## src/rtl/hilo_mdu_controller_pkg.sv

```systemverilog
// rtl/hilo_mdu_controller_pkg.sv - shared MDU op codes, FSM states and widths
// Purpose: constants and types shared by the HI/LO controller and its divider core.
// Ports: none (package).

package hilo_mdu_controller_pkg;

    localparam int DATA_WIDTH = 32;

    localparam logic ENABLE  = 1'b1;
    localparam logic DISABLE = 1'b0;

    localparam logic [2:0] MDU_OP_NOP   = 3'd0;
    localparam logic [2:0] MDU_OP_MULT  = 3'd1;
    localparam logic [2:0] MDU_OP_MULTU = 3'd2;
    localparam logic [2:0] MDU_OP_DIV   = 3'd3;
    localparam logic [2:0] MDU_OP_DIVU  = 3'd4;
    localparam logic [2:0] MDU_OP_MTHI  = 3'd5;
    localparam logic [2:0] MDU_OP_MTLO  = 3'd6;

    typedef enum logic [1:0] {
        ST_IDLE    = 2'd0,
        ST_DIV_RUN = 2'd1,
        ST_DIV_FIX = 2'd2,
        ST_DONE    = 2'd3
    } mdu_state_e;

endpackage

```

## src/rtl/hilo_mdu_controller_div_core.sv

```systemverilog
// rtl/hilo_mdu_controller_div_core.sv - unsigned restoring divider iterator
// Purpose: one quotient bit per step; W steps after start give quo/rem of dividend/divisor.
// Ports:
//   clock, reset        clock and asynchronous active-high reset
//   start               load dividend/divisor, clear remainder and step count
//   step                perform one restoring iteration
//   dividend, divisor   unsigned operands, sampled on start
//   done                high during the final step (combinational)
//   quo, rem            running quotient / remainder; final after the last step

module hilo_div_core
    import hilo_mdu_controller_pkg::*;
#(
    parameter int W = DATA_WIDTH
) (
    input  logic         clock,
    input  logic         reset,
    input  logic         start,
    input  logic         step,
    input  logic [W-1:0] dividend,
    input  logic [W-1:0] divisor,
    output logic         done,
    output logic [W-1:0] quo,
    output logic [W-1:0] rem
);

    localparam int CW = $clog2(W);

    logic [W-1:0]  quo_q, quo_d;
    logic [W-1:0]  rem_q, rem_d;
    logic [W-1:0]  dsr_q, dsr_d;
    logic [CW-1:0] count_q, count_d;

    logic [W:0] shifted;
    logic [W:0] trial;

    // Shift the next dividend bit into the partial remainder and try the subtract;
    // a borrow (trial[W]) means the divisor did not fit and the remainder is restored.
    assign shifted = {rem_q, quo_q[W-1]};
    assign trial   = shifted - {1'b0, dsr_q};
    assign done    = step && (count_q == CW'(W - 1));
    assign quo     = quo_q;
    assign rem     = rem_q;

    always_comb begin
        quo_d   = quo_q;
        rem_d   = rem_q;
        dsr_d   = dsr_q;
        count_d = count_q;
        if (start) begin
            quo_d   = dividend;
            rem_d   = '0;
            dsr_d   = divisor;
            count_d = '0;
        end else if (step) begin
            quo_d   = {quo_q[W-2:0], ~trial[W]};
            rem_d   = trial[W] ? shifted[W-1:0] : trial[W-1:0];
            count_d = count_q + 1'b1;
        end
    end

    always_ff @(posedge clock or posedge reset) begin
        if (reset) begin
            quo_q   <= '0;
            rem_q   <= '0;
            dsr_q   <= '0;
            count_q <= '0;
        end else begin
            quo_q   <= quo_d;
            rem_q   <= rem_d;
            dsr_q   <= dsr_d;
            count_q <= count_d;
        end
    end

endmodule

```

## src/rtl/hilo_mdu_controller.sv

```systemverilog
// rtl/hilo_mdu_controller.sv - HI/LO write sequencer for MULT/DIV/MTHI/MTLO
// Purpose: accepts HI/LO-class ops in EX, runs the multiplier or divider, stalls the
//   pipeline until the result is ready and drives the hilo_file write port once per op.
// Ports:
//   clock, reset                 clock and asynchronous active-high reset
//   op_valid, op_code            HI/LO instruction present in EX and its MDU_OP_* code
//   operand_a, operand_b         rs / rt values, latched on accept
//   cancel                       pipeline flush, aborts any op with no write
//   hi_in, lo_in                 current HI/LO, the half kept by MTLO/MTHI
//   stall                        hold EX and earlier stages
//   write_hilo_enable            hilo_file write strobe
//   write_hi_data, write_lo_data hilo_file write data
//   busy                         controller not idle

module hilo_mdu_controller
    import hilo_mdu_controller_pkg::*;
#(
    parameter int W = DATA_WIDTH
) (
    input  logic         clock,
    input  logic         reset,
    input  logic         op_valid,
    input  logic [2:0]   op_code,
    input  logic [W-1:0] operand_a,
    input  logic [W-1:0] operand_b,
    input  logic         cancel,
    input  logic [W-1:0] hi_in,
    input  logic [W-1:0] lo_in,
    output logic         stall,
    output logic         write_hilo_enable,
    output logic [W-1:0] write_hi_data,
    output logic [W-1:0] write_lo_data,
    output logic         busy
);

    mdu_state_e state_q, state_d;
    logic [W-1:0] hi_q, hi_d;
    logic [W-1:0] lo_q, lo_d;
    logic         quo_neg_q, quo_neg_d;
    logic         rem_neg_q, rem_neg_d;

    logic         div_start;
    logic         div_step;
    logic         div_done;
    logic [W-1:0] div_quo;
    logic [W-1:0] div_rem;

    logic         is_signed;
    logic [W-1:0] a_mag;
    logic [W-1:0] b_mag;
    logic [2*W-1:0] a_ext;
    logic [2*W-1:0] b_ext;
    logic [2*W-1:0] product;

    // Both signed ops (MULT, DIV) take the signed path; everything else is unsigned.
    assign is_signed = (op_code == MDU_OP_MULT) || (op_code == MDU_OP_DIV);

    // Sign-extending to 2W bits and keeping the low 2W bits of the product yields the
    // correct two's-complement result for the signed case as well.
    assign a_ext   = {{W{is_signed & operand_a[W-1]}}, operand_a};
    assign b_ext   = {{W{is_signed & operand_b[W-1]}}, operand_b};
    assign product = a_ext * b_ext;

    // Magnitudes for the unsigned divider; -0x80000000 wraps to itself, which is the
    // correct unsigned magnitude.
    assign a_mag = (is_signed && operand_a[W-1]) ? (~operand_a + 1'b1) : operand_a;
    assign b_mag = (is_signed && operand_b[W-1]) ? (~operand_b + 1'b1) : operand_b;

    hilo_div_core #(.W(W)) u_div_core (
        .clock    (clock),
        .reset    (reset),
        .start    (div_start),
        .step     (div_step),
        .dividend (a_mag),
        .divisor  (b_mag),
        .done     (div_done),
        .quo      (div_quo),
        .rem      (div_rem)
    );

    always_comb begin
        state_d           = state_q;
        hi_d              = hi_q;
        lo_d              = lo_q;
        quo_neg_d         = quo_neg_q;
        rem_neg_d         = rem_neg_q;
        stall             = DISABLE;
        write_hilo_enable = DISABLE;
        write_hi_data     = '0;
        write_lo_data     = '0;
        div_start         = DISABLE;
        div_step          = DISABLE;

        unique case (state_q)
            ST_IDLE: begin
                if (op_valid && !cancel) begin
                    case (op_code)
                        MDU_OP_MTHI: begin
                            write_hilo_enable = ENABLE;
                            write_hi_data     = operand_a;
                            write_lo_data     = lo_in;
                        end
                        MDU_OP_MTLO: begin
                            write_hilo_enable = ENABLE;
                            write_hi_data     = hi_in;
                            write_lo_data     = operand_a;
                        end
                        MDU_OP_MULT, MDU_OP_MULTU: begin
                            stall   = ENABLE;
                            hi_d    = product[2*W-1:W];
                            lo_d    = product[W-1:0];
                            state_d = ST_DONE;
                        end
                        MDU_OP_DIV, MDU_OP_DIVU: begin
                            stall = ENABLE;
                            if (operand_b == '0) begin
                                hi_d    = operand_a;
                                lo_d    = '1;
                                state_d = ST_DONE;
                            end else begin
                                div_start = ENABLE;
                                quo_neg_d = is_signed & (operand_a[W-1] ^ operand_b[W-1]);
                                rem_neg_d = is_signed & operand_a[W-1];
                                state_d   = ST_DIV_RUN;
                            end
                        end
                        default: ;
                    endcase
                end
            end
            ST_DIV_RUN: begin
                stall    = ENABLE;
                div_step = ENABLE;
                if (div_done) begin
                    state_d = ST_DIV_FIX;
                end
            end
            ST_DIV_FIX: begin
                stall   = ENABLE;
                lo_d    = quo_neg_q ? (~div_quo + 1'b1) : div_quo;
                hi_d    = rem_neg_q ? (~div_rem + 1'b1) : div_rem;
                state_d = ST_DONE;
            end
            ST_DONE: begin
                // The finished instruction is still in EX, so op_valid is not re-sampled here.
                write_hilo_enable = ENABLE;
                write_hi_data     = hi_q;
                write_lo_data     = lo_q;
                state_d           = ST_IDLE;
            end
            default: state_d = ST_IDLE;
        endcase

        // A flush wins over everything in the same cycle.
        if (cancel) begin
            state_d           = ST_IDLE;
            stall             = DISABLE;
            write_hilo_enable = DISABLE;
            write_hi_data     = '0;
            write_lo_data     = '0;
            div_start         = DISABLE;
            div_step          = DISABLE;
        end
    end

    always_ff @(posedge clock or posedge reset) begin
        if (reset) begin
            state_q   <= ST_IDLE;
            hi_q      <= '0;
            lo_q      <= '0;
            quo_neg_q <= 1'b0;
            rem_neg_q <= 1'b0;
        end else begin
            state_q   <= state_d;
            hi_q      <= hi_d;
            lo_q      <= lo_d;
            quo_neg_q <= quo_neg_d;
            rem_neg_q <= rem_neg_d;
        end
    end

    assign busy = (state_q != ST_IDLE);

endmodule

```

## config.mk

```make
export PLATFORM = sky130hd
export DESIGN_NAME = hilo_mdu_controller
export DESIGN_NICKNAME = d
export VERILOG_FILES = /design/src/rtl/hilo_mdu_controller_pkg.sv /design/src/rtl/hilo_mdu_controller_div_core.sv /design/src/rtl/hilo_mdu_controller.sv
export SDC_FILE = /design/constraint.sdc
export NUM_CORES = 2
export LEC_CHECK = 0
export CAP_MARGIN = 20
export CELL_PAD_IN_SITES_DETAIL_PLACEMENT = 0
export CELL_PAD_IN_SITES_GLOBAL_PLACEMENT = 1
export CORE_MARGIN = 10
export CORE_UTILIZATION = 54
export CTS_BUF_LIST = sky130_fd_sc_hd__clkbuf_2
export DETAILED_ROUTE_END_ITERATION = 6
export PLACE_DENSITY = 0.95
export SYNTH_ARGS = -nofsm -noshare
export SYNTH_HDL_FRONTEND = slang
export SYNTH_HIERARCHICAL = 1
export SYNTH_SLANG_ARGS = --single-unit
```

## constraint.sdc

```tcl
create_clock -name clock -period 5.5 [get_ports clock]
set_input_delay 1.1 -clock clock [delete_from_list [all_inputs] [get_ports clock]]
set_output_delay 1.1 -clock clock [all_outputs]
set_load 0.05 [all_outputs]
```

# Word-level counts from Yosys, hierarchy flattened
# Cells that the tools add are included.
[totals] regBits=169 inputBits=135 out_inout_bits=67 wordCells=109
[op_classes] add_sub_neg=6 n_mul=1 n_eq_ne=16 n_mux=48 n_bitwise=10 reduce_logical=19
[op_table] cell="$mux W32" n=17
[op_table] cell="$pmux W32 S2" n=8
[op_table] cell="$add A32 B1 Y32 const B" n=4
[op_table] cell="$not A32 Y32" n=4
[op_table] cell="$mul A33 B33 Y64" n=1
[op_table] cell="$sub A33 B32 Y33" n=1
[op_table] cell="$logic_not A32 Y1" n=1
[op_table] cell="$mux W1" n=13
[op_table] cell="$mux W5" n=2
[op_table] cell="$eq A3 B3 Y1 const B" n=3
[op_table] cell="$ne A3 B3 Y1 const B" n=3
[op_table] cell="$mux W2" n=4
[op_table] cell="$pmux W2 S4" n=1
[op_table] cell="$reduce_and A4 Y1" n=2
[op_table] cell="$reduce_or A2 Y1" n=4
[op_table] cell="$eq A3 B2 Y1 const B" n=2
[op_table] cell="$reduce_bool A2 Y1" n=3
[op_table] cell="$add A5 B1 Y5 const B" n=1
[op_table] cell="$eq A5 B5 Y1 const B" n=1
[op_table] cell="$eq A2 B2 Y1 const B" n=2
[op_table] cell="$logic_and A1 B1 Y1" n=4
[op_table] cell="$ne A4 B2 Y1 const B" n=1
[op_table] cell="$pmux W1 S2" n=2
[op_table] cell="$pmux W2 S2" n=1
[op_table] cell="12 further kinds" n=15

# Logic depth before layout (Yosys ltp)
[logic_depth] ltp_word=7 depth_mapped=32 ltp_nobuf=29

# Modules after synthesis
# Netlist, hierarchy kept.
[by_module_without_submodules] mod="hilo_mdu_controller" n_inst=1 cells_per_inst=5392 area_each_um2=45571.2 seq_area_each_um2=1701.6
[by_module_without_submodules] mod="hilo_div_core" n_inst=1 cells_per_inst=689 area_each_um2=6298.5 seq_area_each_um2=2527.4

# Worst setup path before layout
# Ideal clock, no wire load.
[synth_timing] path_type="in2reg" start="input port op_code[2]" end="register hi_q[28]" setup_time_ps=83 arrival_ps=9051 t_required_ps=5417 slack_ps=-3633 path_stages=31 n_path_buf=2 path_cell_list="clkbuf_1 -> nor2b_1 -> and2_1 -> clkbuf_1 -> nand2_1 -> inv_1 -> fa_1 -> inv_1 -> fa_1 -> inv_1 -> fa_1 -> fa_1 -> inv_1 -> fa_1 -> inv_1 -> fa_1 -> inv_1 -> fa_1 -> fa_1 -> inv_1 -> ha_1 -> and4_1 -> and2_1 -> a22oi_1 -> a21boi_0 -> a211oi_1 -> a21oi_1 -> a221oi_1 -> xnor2_1 -> o21ai_0 -> o21ai_0"
[synth_via] elab_chain_cells=7 elab_cells_between_ends=16 classes_between="1 x mul; 6 x eq/ne; 3 x mux; 2 x bitwise; 4 x reduce/logical"
[synth_lines] item="from (decl)" line_no="hilo_mdu_controller.sv:23" source="input logic [2:0] op_code,"
[synth_lines] item="$eq A3 B1 Y1 / $eq A3 B2 Y1 (equally long branches)" line_no="hilo_mdu_controller.sv:56, hilo_mdu_controller.sv:97"
[synth_lines] item="$logic_or A1 B1 Y1" line_no="hilo_mdu_controller.sv:56" source="assign is_signed = (op_code == MDU_OP_MULT) || (op_code == MDU_OP_DIV);"
[synth_lines] item="$and A1 B1 Y1 (on tied branches)" line_no="hilo_mdu_controller.sv:60, hilo_mdu_controller.sv:61"
[synth_lines] item="$mul A33 B33 Y64" line_no="hilo_mdu_controller.sv:62" source="assign product = a_ext * b_ext;"
[synth_lines] item="$pmux W32 S2" line_no="hilo_mdu_controller.sv:97" source="case (op_code)"
[synth_lines] item="$mux W32" line_no="hilo_mdu_controller.sv:96" source="if (op_valid && !cancel) begin"
[synth_lines] item="$pmux W32 S2" line_no="hilo_mdu_controller.sv:94" source="unique case (state_q)"
[synth_lines] item="to (signal assigned)" line_no="hilo_mdu_controller.sv:175" source="hi_q <= hi_d;"
[synth_lines] item="to (decl)" line_no="hilo_mdu_controller.sv:37" source="logic [W-1:0] hi_q, hi_d;"
# Parallel ways exist; a longest one is shown, timed or not. The select of a mux whose other input is x is not followed.
# A chain may end at the register's enable or synchronous reset.

# Final worst setup path
[layout_timing] start="input port op_code[0]" end="register hi_q[27]"
# Same word-level chain as after synthesis.

==> impl.org <==
** Outcome
- The flow ran to the end, but the final reports show violations.
- Violations in the final reports :: setup timing

** CTS
- Clock tree from TritonCTS :: built
- CTS Buffer Depth :: 2
- Number of sinks on the clock net :: around 170
- Post-cts hold buffer count :: 0
- The root buffer cell chosen for the clock tree is sky130_fd_sc_hd__clkbuf_2.
- Number of buffers created by CTS :: 17
- Number of H-tree levels :: 4
- Clock transition at path regs :: about 230 ps
- Insertion delay to the later sink of the worst-skew pair :: 870 ps

** Yosys
- Sequential cells were found to cover around 8% of the synthesized design area.
- Yosys mapped the design onto between 80 and 90 distinct sky130hd cell types.
- Number of warnings reported in the yosys synthesis log :: 6
- The top cell type by area accounts for between 40% and 50% of the synthesized area.
- Dividing the synthesized area by the synthesized cell count gives ~8.5 µm².
- The cell area that synthesis handed to floorplanning was around 52000 µm².
- When the netlist entered floorplanning its net count stood at about 7600.
- Biggest area consumer among synthesized cells :: sky130_fd_sc_hd__fa_1
- Number of synthesized flops with an enable pin :: 0
- Most instantiated flip-flop cell in the synthesis netlist :: sky130_fd_sc_hd__dfrtp_1
- After technology mapping, the gate count stands at 6081.
- Yosys attributes the largest share of cell area to sky130_fd_sc_hd__fa_1 (43%), sky130_fd_sc_hd__inv_1 (9.1%), sky130_fd_sc_hd__dfrtp_1 (8.2%).
- Number of synthesized register bits :: 169
- Share of flip-flops with an asynchronous set or reset after synthesis :: 100%

** Placement
- Summed over all nets, the half-perimeter wirelength after detailed placement is 136000 µm.
- The number of placed instances, taps included, is 7761.
- Port-buffer cells :: 201
- Routability Congestion :: 1.01

** Timing
- F_max :: 0.128 GHz
- For the pin with the worst max-slew slack, the measured transition is 1230 ps.
- Pins over their slew limit :: 0
- Final min period :: 7830 ps
- Final setup margin :: -2330 ps
- The final-report hold violation count was 0.
- Final critical-path share of the clock period :: 142%
- The worst pin sits at a relative slew slack of 18.0%.
- RSZ-0062 raised after global routing :: yes
- On the final layout, the worst clock skew is 45.0 ps.
- Final Setup Violations :: 54
- Worst hold slack :: a little over 500 ps

** Final layout
- Nets :: 8171
- In the final layout, the multi-input gates occupy 43400 µm².
- At the end of the flow the core is filled with cells to 67.1%.
- Leaving out fill and tap cells, the most frequent cell in the layout is sky130_fd_sc_hd__inv_1.
- Fill cells in the final layout number 7055.
- The area growth from synthesis to layout is 23.0%.
- Commonest cells after routing, fill and taps aside :: sky130_fd_sc_hd__inv_1 (1215), sky130_fd_sc_hd__fa_1 (1089), sky130_fd_sc_hd__nand2_1 (1003)
- Layout Cells excl Fill :: 7942
- Sequential standard cell area :: 4230 µm²
- Fraction of final layout cells sized beyond drive strength 1 :: 18.6%

** GRT
- The number of antenna violations at the first check in global routing came to 18.
- The via count of the first global-routing pass is 48400.
- Entering global routing, the biggest net connects 80 pins.
- For this run the aggregate overflow at the end of global routing stands at 0.
- The first global-routing pass estimated 271000 µm of wire.
- Global routing used 32.4% of the available tracks across all layers.

** Route
- The count of nets left with antenna violations once routing finished came out at 0.
- The first detailed-routing pass took 6 iterations.
- Final Routed Wirelength :: 182000 µm
- In the routed design, unresolved DRC markers number 0.
- In the routed layout, each cell is associated on average with a via count of about 5.8.
- Average routed wire per standard cell :: 22.9 µm
- Count of vias placed by the detailed router :: between 40000 and 50000
- First DRT Iteration DRCs :: 4626

** Floorplanning
- In this run the horizontal extent of the chip is 330 µm.
- Vertical die dimension :: between 300 and 400 µm
- Overall die area :: 109000 µm²
- After floorplanning, the core was sized to cover 95200 µm².
- Placement Rows :: 113
- Once the floorplan was initialized, standard cells occupied 54.5% of the core.
- For this design the top-level I/O count stands at 202.

** Worst setup path
- Critical-path maximum fanout :: 6
- The worst setup path is of the input port to flop kind.
- Startpoint types :: input port
- For the worst setup path, the data arrival time is 8540 ps.
- The largest single stage delay on the critical path is roughly 600 ps.
- The worst setup path is captured at a flop.
- Most common cell type on the critical path :: sky130_fd_sc_hd__fa_1
- For the worst setup path, the data required time is 6220 ps.
- Cell type of the slowest stage on the worst timing path :: sky130_fd_sc_hd__fa_2
- Worst reg-to-reg setup slack :: 1270 ps

** Worst hold path
- Hold Crit Class :: flop to flop

** Run
- Max-cap violations in this run came to 0.
## cell families (layout without fill, tap and decap cells)
group	count (synthesis)	count (layout)	synth area share (%)
AO/OA/AOI/OAI	762	762	9.48
XOR/XNOR	217	217	3.68
adder cells (fa/ha/maj)	1382	1382	49.6
buffers and inverters	1668	2254	12.2
flip-flops	169	169	8.15
multiplexers	66	66	1.28
other	0	10	0
AND/OR/NAND/NOR	1817	1817	15.6
## final timing paths
kind,end,depth (start not counted),startpoint
max in group asynchronous,lo_q[13],3,reset
min in group asynchronous,u_div_core/rem[26],2,reset
worst max-delay path,hi_q[27],32,op_code[0]
worst min-delay path,lo_q[2],2,lo_q[2]
worst max register to register,u_div_core/rem[2],14,u_div_core/quo[31]
worst min register to register,lo_q[2],2,lo_q[2]
## area by class of cell
type	instances	share of cell area, %
Tap cell	1265	2.48
Timing Repair Buffer	960	15.0
Clock inverter	13	0.165
Clock buffer	19	0.149
Multi-Input combinational cell	4244	68.1
Sequential cell	169	6.63
Inverter	1262	7.46
Antenna cell	10	0.0392
## layer usage
layer  global-route usage, %  vias to the layer above  routed length [µm]
li1                        -                    19500                   -
met1                    38.4                    23100               61000
met2                    52.8                     2716               85300
met3                    6.80                      865               18800
met4                    22.4                        6               16800
met5                       0                        -                  41
## timing repair
action / CTS / global route
setup buffers: 100 / 31
cloned: 20 / 4
endpoints found under the setup margin: 55 / 55
pin swaps: 182 / 117
resized for setup: 440 / 199
## cells in the mapped netlist, drive strengths merged, types with 7 or more instances
master and count:
mux2i 65, or3 13, a211oi 45, nand2 1036
o311ai 10, nor2b 17, o21ai 195, o211ai 12
o22ai 8, nand3b 8, or2 7, nand2b 20
o21bai 11, xor2 100, o41ai 17, and3 40
o21a 14, nor2 298, a311oi 7, ha 256
or4 8, nand3 28, a22oi 65, inv 1262
buf 84, nor3 33, fa 1126, and4 7
xnor2 117, nand4 18, a21oi 200, a31oi 21
a21o 57, nor3b 9, clkbuf 322, dfrtp 169
and2 249, a221oi 22, nor4 21, o31ai 36
## flip-flops by register name, summed over array words and instances, names as in the netlist
| signal | flops |
|---|---|
| hi_q | 32 |
| lo_q | 32 |
| quo_neg_q | 1 |
| rem_neg_q | 1 |
| state_q | 2 |
| u_div_core/count_q | 5 |
| u_div_core/dsr_q | 32 |
| u_div_core/quo | 32 |
| u_div_core/rem | 32 |
## through the flow
stage                     area, µm²  TNS (ps)  setup slack, ps
after floorplan               53300   -107370            -2900
after global placement        59800   -158840            -3430
after detailed placement      59800   -165430            -3660
after CTS                     62700    -85110            -2190
after global routing          63800   -100760            -2510
final                         63800    -93630            -2330
## worst max-delay path, delay by kind of cell
family | cells | cell delay (ps)
compound gates | 8 | 1360
fa+ha+maj | 9 | 4400
simple gates | 4 | 450
buf+inv | 11 | 1190
Power is not shown: default switching activity piles up to over one toggle a cycle in this logic, so the estimate is an artifact.
